`src/rtl/spi_minion_valrdy.sv`:
```
// spi_minion_valrdy: SPI mode-0 minion, full-duplex nbits-bit transfers with val/rdy parallel sides.
// Optional macro SPI_MINION_DROP_CNT_EN adds an 8-bit saturating count of discarded rx words.
`default_nettype none

module spi_minion_valrdy #(
  parameter int nbits = 34,
  parameter int cntw  = $clog2(nbits) + 1
) (
  input  logic             clk,
  input  logic             reset,
  input  logic             spi_cs,
  input  logic             spi_sclk,
  input  logic             spi_mosi,
  output logic             spi_miso,
  input  logic             tx_val,
  output logic             tx_rdy,
  input  logic [nbits-1:0] tx_msg,
  output logic             rx_val,
  input  logic             rx_rdy,
  output logic [nbits-1:0] rx_msg,
  output logic             err_ovf,
  output logic             err_unf,
  input  logic             err_clr
`ifdef SPI_MINION_DROP_CNT_EN
  ,
  output logic [7:0]       drop_cnt
`endif
);

  typedef enum logic [1:0] {
    WAIT_HIGH = 2'd0,
    IDLE      = 2'd1,
    ACTIVE    = 2'd2,
    COMMIT    = 2'd3
  } state_t;

  localparam logic [cntw-1:0] bits_full = cntw'(nbits);

  state_t            state;
  state_t            state_nxt;
  logic [2:0]        cs_sr;
  logic [2:0]        sclk_sr;
  logic [1:0]        mosi_sr;
  logic [1:0]        settle;
  logic              cs_sync;
  logic              mosi_sync;
  logic              cs_fall;
  logic              sclk_rise;
  logic              sclk_fall;
  logic              start;
  logic              commit_load;
  logic              commit_ovf;
  logic              commit_short;
  logic              shift_in;
  logic              shift_out;
  logic              tx_xfer;
  logic              tx_full;
  logic [nbits-1:0]  tx_buf;
  logic [nbits-1:0]  tx_shift;
  logic [nbits-1:0]  rx_shift;
  logic [cntw-1:0]   cnt;

  always_ff @(posedge clk) begin
    if (reset) begin
      cs_sr   <= 3'b111;
      sclk_sr <= 3'b000;
      mosi_sr <= 2'b00;
    end else begin
      cs_sr   <= {cs_sr[1:0], spi_cs};
      sclk_sr <= {sclk_sr[1:0], spi_sclk};
      mosi_sr <= {mosi_sr[0], spi_mosi};
    end
  end

  assign cs_sync   = cs_sr[1];
  assign mosi_sync = mosi_sr[1];
  assign cs_fall   = cs_sr[2] & ~cs_sr[1];
  assign sclk_rise = sclk_sr[1] & ~sclk_sr[2];
  assign sclk_fall = sclk_sr[2] & ~sclk_sr[1];

  // The cs stages reset high, so cs_sync is not trustworthy until the
  // pipeline has refilled from the pin; this keeps a CS already low at
  // reset release from being mistaken for a fresh high-then-fall.
  always_ff @(posedge clk) begin
    if (reset)              settle <= 2'd0;
    else if (settle != 2'd3) settle <= settle + 2'd1;
  end

  always_ff @(posedge clk) begin
    if (reset) state <= WAIT_HIGH;
    else       state <= state_nxt;
  end

  always_comb begin
    state_nxt    = state;
    start        = 1'b0;
    commit_load  = 1'b0;
    commit_ovf   = 1'b0;
    commit_short = 1'b0;
    case (state)
      WAIT_HIGH: if (settle == 2'd3 && cs_sync) state_nxt = IDLE;
      IDLE: begin
        if (cs_fall) begin
          state_nxt = ACTIVE;
          start     = 1'b1;
        end
      end
      ACTIVE: if (cs_sync) state_nxt = COMMIT;
      COMMIT: begin
        state_nxt = IDLE;
        if (cnt == bits_full) begin
          if (!rx_val || rx_rdy) commit_load = 1'b1;
          else                   commit_ovf  = 1'b1;
        end else begin
          commit_short = 1'b1;
        end
      end
      default: state_nxt = WAIT_HIGH;
    endcase
  end

  assign shift_in  = (state == ACTIVE) && sclk_rise;
  assign shift_out = (state == ACTIVE) && sclk_fall;
  assign tx_rdy    = ~tx_full;
  assign tx_xfer   = tx_val & ~tx_full;
  assign spi_miso  = (state == ACTIVE) && tx_shift[nbits-1];

  // A word accepted in the cs_fall cycle lands in the buffer for the next
  // transaction; the shift register takes the pre-edge buffer contents.
  always_ff @(posedge clk) begin
    if (reset) begin
      tx_buf  <= '0;
      tx_full <= 1'b0;
    end else if (tx_xfer) begin
      tx_buf  <= tx_msg;
      tx_full <= 1'b1;
    end else if (start) begin
      tx_full <= 1'b0;
    end
  end

  always_ff @(posedge clk) begin
    if (reset)          tx_shift <= '0;
    else if (start)     tx_shift <= tx_full ? tx_buf : '0;
    else if (shift_out) tx_shift <= {tx_shift[nbits-2:0], 1'b0};
  end

  always_ff @(posedge clk) begin
    if (reset) begin
      rx_shift <= '0;
      cnt      <= '0;
    end else if (start) begin
      cnt <= '0;
    end else if (shift_in) begin
      rx_shift <= {rx_shift[nbits-2:0], mosi_sync};
      if (cnt != bits_full) cnt <= cnt + 1'b1;
    end
  end

  always_ff @(posedge clk) begin
    if (reset) begin
      rx_msg <= '0;
      rx_val <= 1'b0;
    end else if (commit_load) begin
      rx_msg <= rx_shift;
      rx_val <= 1'b1;
    end else if (rx_val && rx_rdy) begin
      rx_val <= 1'b0;
    end
  end

  always_ff @(posedge clk) begin
    if (reset) begin
      err_ovf <= 1'b0;
      err_unf <= 1'b0;
    end else begin
      if (commit_ovf)            err_ovf <= 1'b1;
      else if (err_clr)          err_ovf <= 1'b0;
      if (start && !tx_full)     err_unf <= 1'b1;
      else if (err_clr)          err_unf <= 1'b0;
    end
  end

`ifdef SPI_MINION_DROP_CNT_EN
  logic drop_evt;
  assign drop_evt = commit_ovf | commit_short;

  always_ff @(posedge clk) begin
    if (reset)                             drop_cnt <= 8'd0;
    else if (err_clr)                      drop_cnt <= drop_evt ? 8'd1 : 8'd0;
    else if (drop_evt && drop_cnt != 8'hFF) drop_cnt <= drop_cnt + 8'd1;
  end
`else
  logic unused_short;
  assign unused_short = commit_short;
`endif

endmodule

`default_nettype wire

```
`config.mk`:
```
export PLATFORM = sky130hd
export DESIGN_NAME = spi_minion_valrdy
export DESIGN_NICKNAME = d
export VERILOG_FILES = /design/src/rtl/spi_minion_valrdy.sv
export SDC_FILE = /design/constraint.sdc
export NUM_CORES = 1
export LEC_CHECK = 0
export CORE_MARGIN = 3
export CORE_UTILIZATION = 45
export DETAILED_ROUTE_END_ITERATION = 10
export PLACE_DENSITY = 0.66
export SYNTH_ARGS = -nofsm -noshare
export SYNTH_HDL_FRONTEND = slang
export SYNTH_SLANG_ARGS = --single-unit
```
`constraint.sdc`:
```
create_clock -name clk -period 2.65 [get_ports clk]
set_input_delay 0.265 -clock clk [delete_from_list [all_inputs] [get_ports clk]]
set_output_delay 0.265 -clock clk [all_outputs]
set_load 0.02 [all_outputs]
```
# After elaboration in Yosys (flattened, before gate mapping)
# Cells that the tools add are included.
# word_totals
register_bits	159
output_inout_bits	39
# classes
add_sub_neg	2
n_eq_ne	10
muxes	22
bitwise	9
reduce_logical	19
# op_table
op	count
$mux W34	3
$mux W1	15
$reduce_bool A2 Y1	5
$ne A2 B2 Y1 const B	4
$pmux W2 S4	1
$add A7 B1 Y7 const B	1
$eq A7 B6 Y1 const B	1
$ne A7 B6 Y1 const B	1
$eq A2 B2 Y1 const B	3
$logic_and A1 B1 Y1	6
$mux W2	3
$not A1 Y1	5
$and A1 B1 Y1	4
$reduce_and A2 Y1	2
$reduce_and A3 Y1	1
$add A2 B1 Y2 const B	1
$eq A2 B1 Y1 const B	1
$logic_not A1 Y1	2
$logic_not A2 Y1	1
$reduce_or A2 Y1	1
$logic_or A1 B1 Y1	1

# Depth between registers and ports, before layout
# logic_depth
ltp_word	6
ltp_mapped	9
depth_no_buf	6

# Worst setup path after synthesis
# OpenSTA, ideal clock, no wires.
# synth_path
path_type	register to register
startpoint	reg state[0]
endpoint	reg tx_shift[16]
arrival_ns	1.592
t_required_ns	2.513
path_slack_ns	0.921
path_stages_with_launch	8
period_less_slack_ns	1.729
cell_sequence	dfxtp_1 > inv_1 > ha_1 > nand3b_1 > clkbuf_1 > buf_2 > mux2i_1 > a211oi_1
# synth_via
elab_chain_len	3
# synth_lines
item	line_no	rtl
start, declared	39	state_t state;
start signal, assigned	91	else state <= state_nxt;
$eq A2 B1 Y1 or $eq A2 B2 Y1 (tied branches)	100, 123	
$mux W1 or $logic_and A1 B1 Y1 (tied branches)	100, 123	
$mux W34 or $reduce_bool A2 Y1 (tied branches)	-	
end signal, assigned	144	else if (start) tx_shift <= tx_full ? tx_buf : '0;
end signal, assigned	145	else if (shift_out) tx_shift <= {tx_shift[nbits-2:0], 1'b0};
end, declared	59	logic [nbits-1:0] tx_shift;
# Several ways; a longest one is shown, not always the timed one.
# A chain may end at the register's enable or synchronous reset.

# Worst setup path in the final report
# layout_path
startpoint	reg state[0]
endpoint	out spi_miso
# layout_via
elab_chain_len	2
# layout_lines
item	line_no	rtl
$eq A2 B2 Y1	126	assign spi_miso = (state == ACTIVE) && tx_shift[nbits-1];
$logic_and A1 B1 Y1	126	
end, declared	14	output logic spi_miso,
# No other way between the ends.

==> key figures <==
Run status
  – Status: finished, final reports clean

Run
  – Max Cap Violations: 0

Drt
  – Final ANT Viol Nets: 0
  – DRC: 0
  – 1st-iter DRT viols: 261
  – Vias: 4586
  – DRT Pass-1 Iters: 4
  – WL/cell: 13.6 um
  – Final WL: 12400 um
  – Vias per std cell: 5.02

Yosys
  – Post-synth cell types: 34
  – Post-synthesis sequential area ratio: 52.8%
  – Largest family of logic cells by synthesized area: simple AND/OR/NAND/NOR gates
  – Synthesized-area fraction occupied by adder cells: 1.66%
  – Post-Syn Instances: 667
  – Mapped Area: 6030 sq um
  – Yosys warning count: 0
  – Synth Area in XOR/XNOR: 0.872%
  – #FFs+latches synth: 159
  – Simple-gate share of the synthesized area: 16.9%
  – Post-synthesis average cell area: 9.04 sq um
  – Mux cell area share after synthesis: 11.6%
  – Synthesized Nets: 717
  – Compound-Gate Fraction of Synth Area: 11.8%

Timing
  – Crit share post-route: 82.7%
  – Setup Skew: 5.68 ps
  – Fmax: 456 MHz
  – Slew at the pin with the worst max-slew slack: 612 ps
  – Unrepaired setup endpoints after global routing: false
  – Hold Fails Final Rpt: 0
  – # setup viols final: 0
  – Final hold slack: 277 ps
  – Fin crit period: 2190 ps
  – Fin Setup TNS: 0 ps
  – Final Max Tran Viols: 0
  – Rel. slew slack: 59.2%

Critical path
  – Crit Path Class: reg -> out
  – Crit path cell chain: inv_1, ha_1, and2_1, clkdlybuf4s50_1
  – Crit path max-delay family: buffers and inverters
  – Buf/Inv on CP: 2
  – Worst path max stage delay: 610 ps
  – CP startpoint kind: flop
  – WP data required: 2380 ps
  – Crit path from: state[0]
  – Crit path DAT: 1930 ps
  – Crit-path slowest cell: clkdlybuf4s50_1
  – CP endpoint kind: output pin
  – Crit-path max FO: 5
  – Worst r2r src: state[1]

Finish
  – Most frequent cells in the layout: dfxtp_1 (159), nand2_1 (153), a21oi_1 (93)
  – Layout cells sized above 1: 6.75%
  – Fin area: 7550 sq um
  – Final net count: 778
  – Finished Layout Cells: 913
  – N_diodes: 0
  – Commonest non-fill, non-tap cell in the layout: dfxtp_1
  – Synth-to-Final Area Change: 25.3%

GRT
  – First-pass GRT wire length: 21200 um
  – Global Route Usage Sum: 17.8%
  – Vias in the first global route: 4457
  – Antenna violations before repair: 0
  – Global route overflow: 0
  – Largest net degree at the start of global routing: 56

Clocking
  – CTS Buf Count: 17
  – Clk Latency, worst-skew pair: 420 ps
  – CTS resizes: 0
  – CTS tree: done
  – H-tree Lvls: 4
  – Clk buf depth: 2
  – Clk slew on worst S/H paths: 60 ps
  – Clock sink count: 159
  – Root Buffer: clkbuf_16
  – Hold-fix buffers at CTS: 0
  – Post-CTS Setup Bufs: 0

Power and ir drop
  – Leakage: 2.92 nW
  – Power Dens Cells: 739 nW/um^2
  – Total Power: 5.58 mW
  – Maximum vdd ir drop: 450 uV

Min path
  – Min-Delay Path Class: in -> reg
  – Worst Min Path Start: reset

Place
  – I/O Buffers: 80
  – DP HPWL: 7840 um
  – GPL Wtd Cong: 0.719
  – Placed cell areas: 6890 sq um
  – Placed Cells: 880

Floorplanning
  – CORE AREA: 12900 sq um
  – Die area: 14800 sq um
  – Die width: 122 um
  – Std-Cell Rows: 41
  – Die Span Y: 122 um
  – Initial Utilization: 46.8%
  – Top-Level Pins: 81
==> final timing paths <==
| path | depth (start not counted) | endpoint | slack [ps] |
|---|---|---|---|
| max | 4 | spi_miso | 460 |
| min | 2 | sclk_sr[2] | 280 |
| max reg2reg | 8 | rx_shift[11] | 520 |
| min reg2reg | 1 | cs_sr[1] | 410 |
==> worst register-to-register path: stages (launching register included) <==
cell and delay [ps]:
dfxtp_1 390, inv_1 100, ha_1 230, nand3b_1 120, buf_4 410, and2_1 210
buf_4 330, nand2_1 120, a21oi_1 140
==> where the power goes <==
| group | total [mW] | internal (mW) | switching (mW) |
|---|---|---|---|
| Combinational | 0.383 | 0.170 | 0.213 |
| Clock | 2.68 | 1.75 | 0.938 |
| Sequential | 2.52 | 2.47 | 0.0481 |
==> per-stage QoR <==
stage               setup WS [ps]  util, %
global route                  315     58.7
floorplan                     921        -
detailed placement            558     53.5
finish                        457     58.7
CTS                           425     58.6
global placement              642     53.5
==> final cells by class <==
cell class                      count  area, sq um
Fill cell                        1136         5320
Sequential cell                   159         3180
Multi-Input combinational cell    455         2590
Timing Repair Buffer               91          891
Clock buffer                       22          474
Tap cell                          172          215
Clock inverter                     10          181
Inverter                            4         15.0
==> routing by layer <==
metal	vias up	part of all wire (%)	GRT usage, %	wire, um
li1	2357	-	-	-
met1	2099	49	23.9	6130
met2	117	44	27.1	5460
met3	13	5.4	5.01	674
met4	0	1.4	6.93	172
met5	-	0	0	0
==> cell usage after synthesis <==
cell type	n	area, sq um
and3b_1	2	17.5
and3_1	2	12.5
buf_2	6	30.0
nand3_1	2	10.0
nand2_1	153	574
inv_1	4	15.0
and2b_2	1	8.76
buf_1	2	7.51
nand3b_1	2	15.0
clkbuf_1	37	139
dfxtp_1	159	3180
o21a_1	1	7.51
mux2_2	1	11.3
buf_12	3	60.1
xor2_1	5	43.8
xnor2_1	1	8.76
and2_1	2	12.5
a21oi_1	93	465
a211oi_1	23	173
a32o_1	1	10.0
ha_1	8	100
nor2_1	52	195
nand2b_1	3	18.8
nor2b_1	9	56.3
nor3_2	1	10.0
o21ai_0	11	55.1
nand4_1	4	25.0
nand4b_1	1	8.76
nor4b_1	1	8.76
mux2i_1	69	691
or4_4	1	11.3
buf_6	1	11.3
nor3_1	3	15.0
or2_2	3	18.8
==> registers in the layout, indices dropped and copies added (netlist names) <==
| signal | flops |
|---|---|
| state | 2 |
| tx_full | 1 |
| rx_val | 1 |
| sclk_sr | 3 |
| err_ovf | 1 |
| cnt | 7 |
| mosi_sr | 2 |
| cs_sr | 3 |
| rx_shift | 34 |
| settle | 2 |
| err_unf | 1 |
| tx_shift | 34 |
| tx_buf | 34 |
| rx_msg | 34 |
==> cell families (layout without fill, tap and decap cells) <==
logic type / count (synthesis) / after routing
AOI/OAI and AO/OA: 129 / 129
xor gates and xnor gates: 6 / 6
adders and majority gates: 8 / 8
buffers and inverters: 53 / 127
DFF: 159 / 159
muxes: 70 / 70
and+or+nand+nor: 242 / 242
Power figures use the tool's default switching activity.
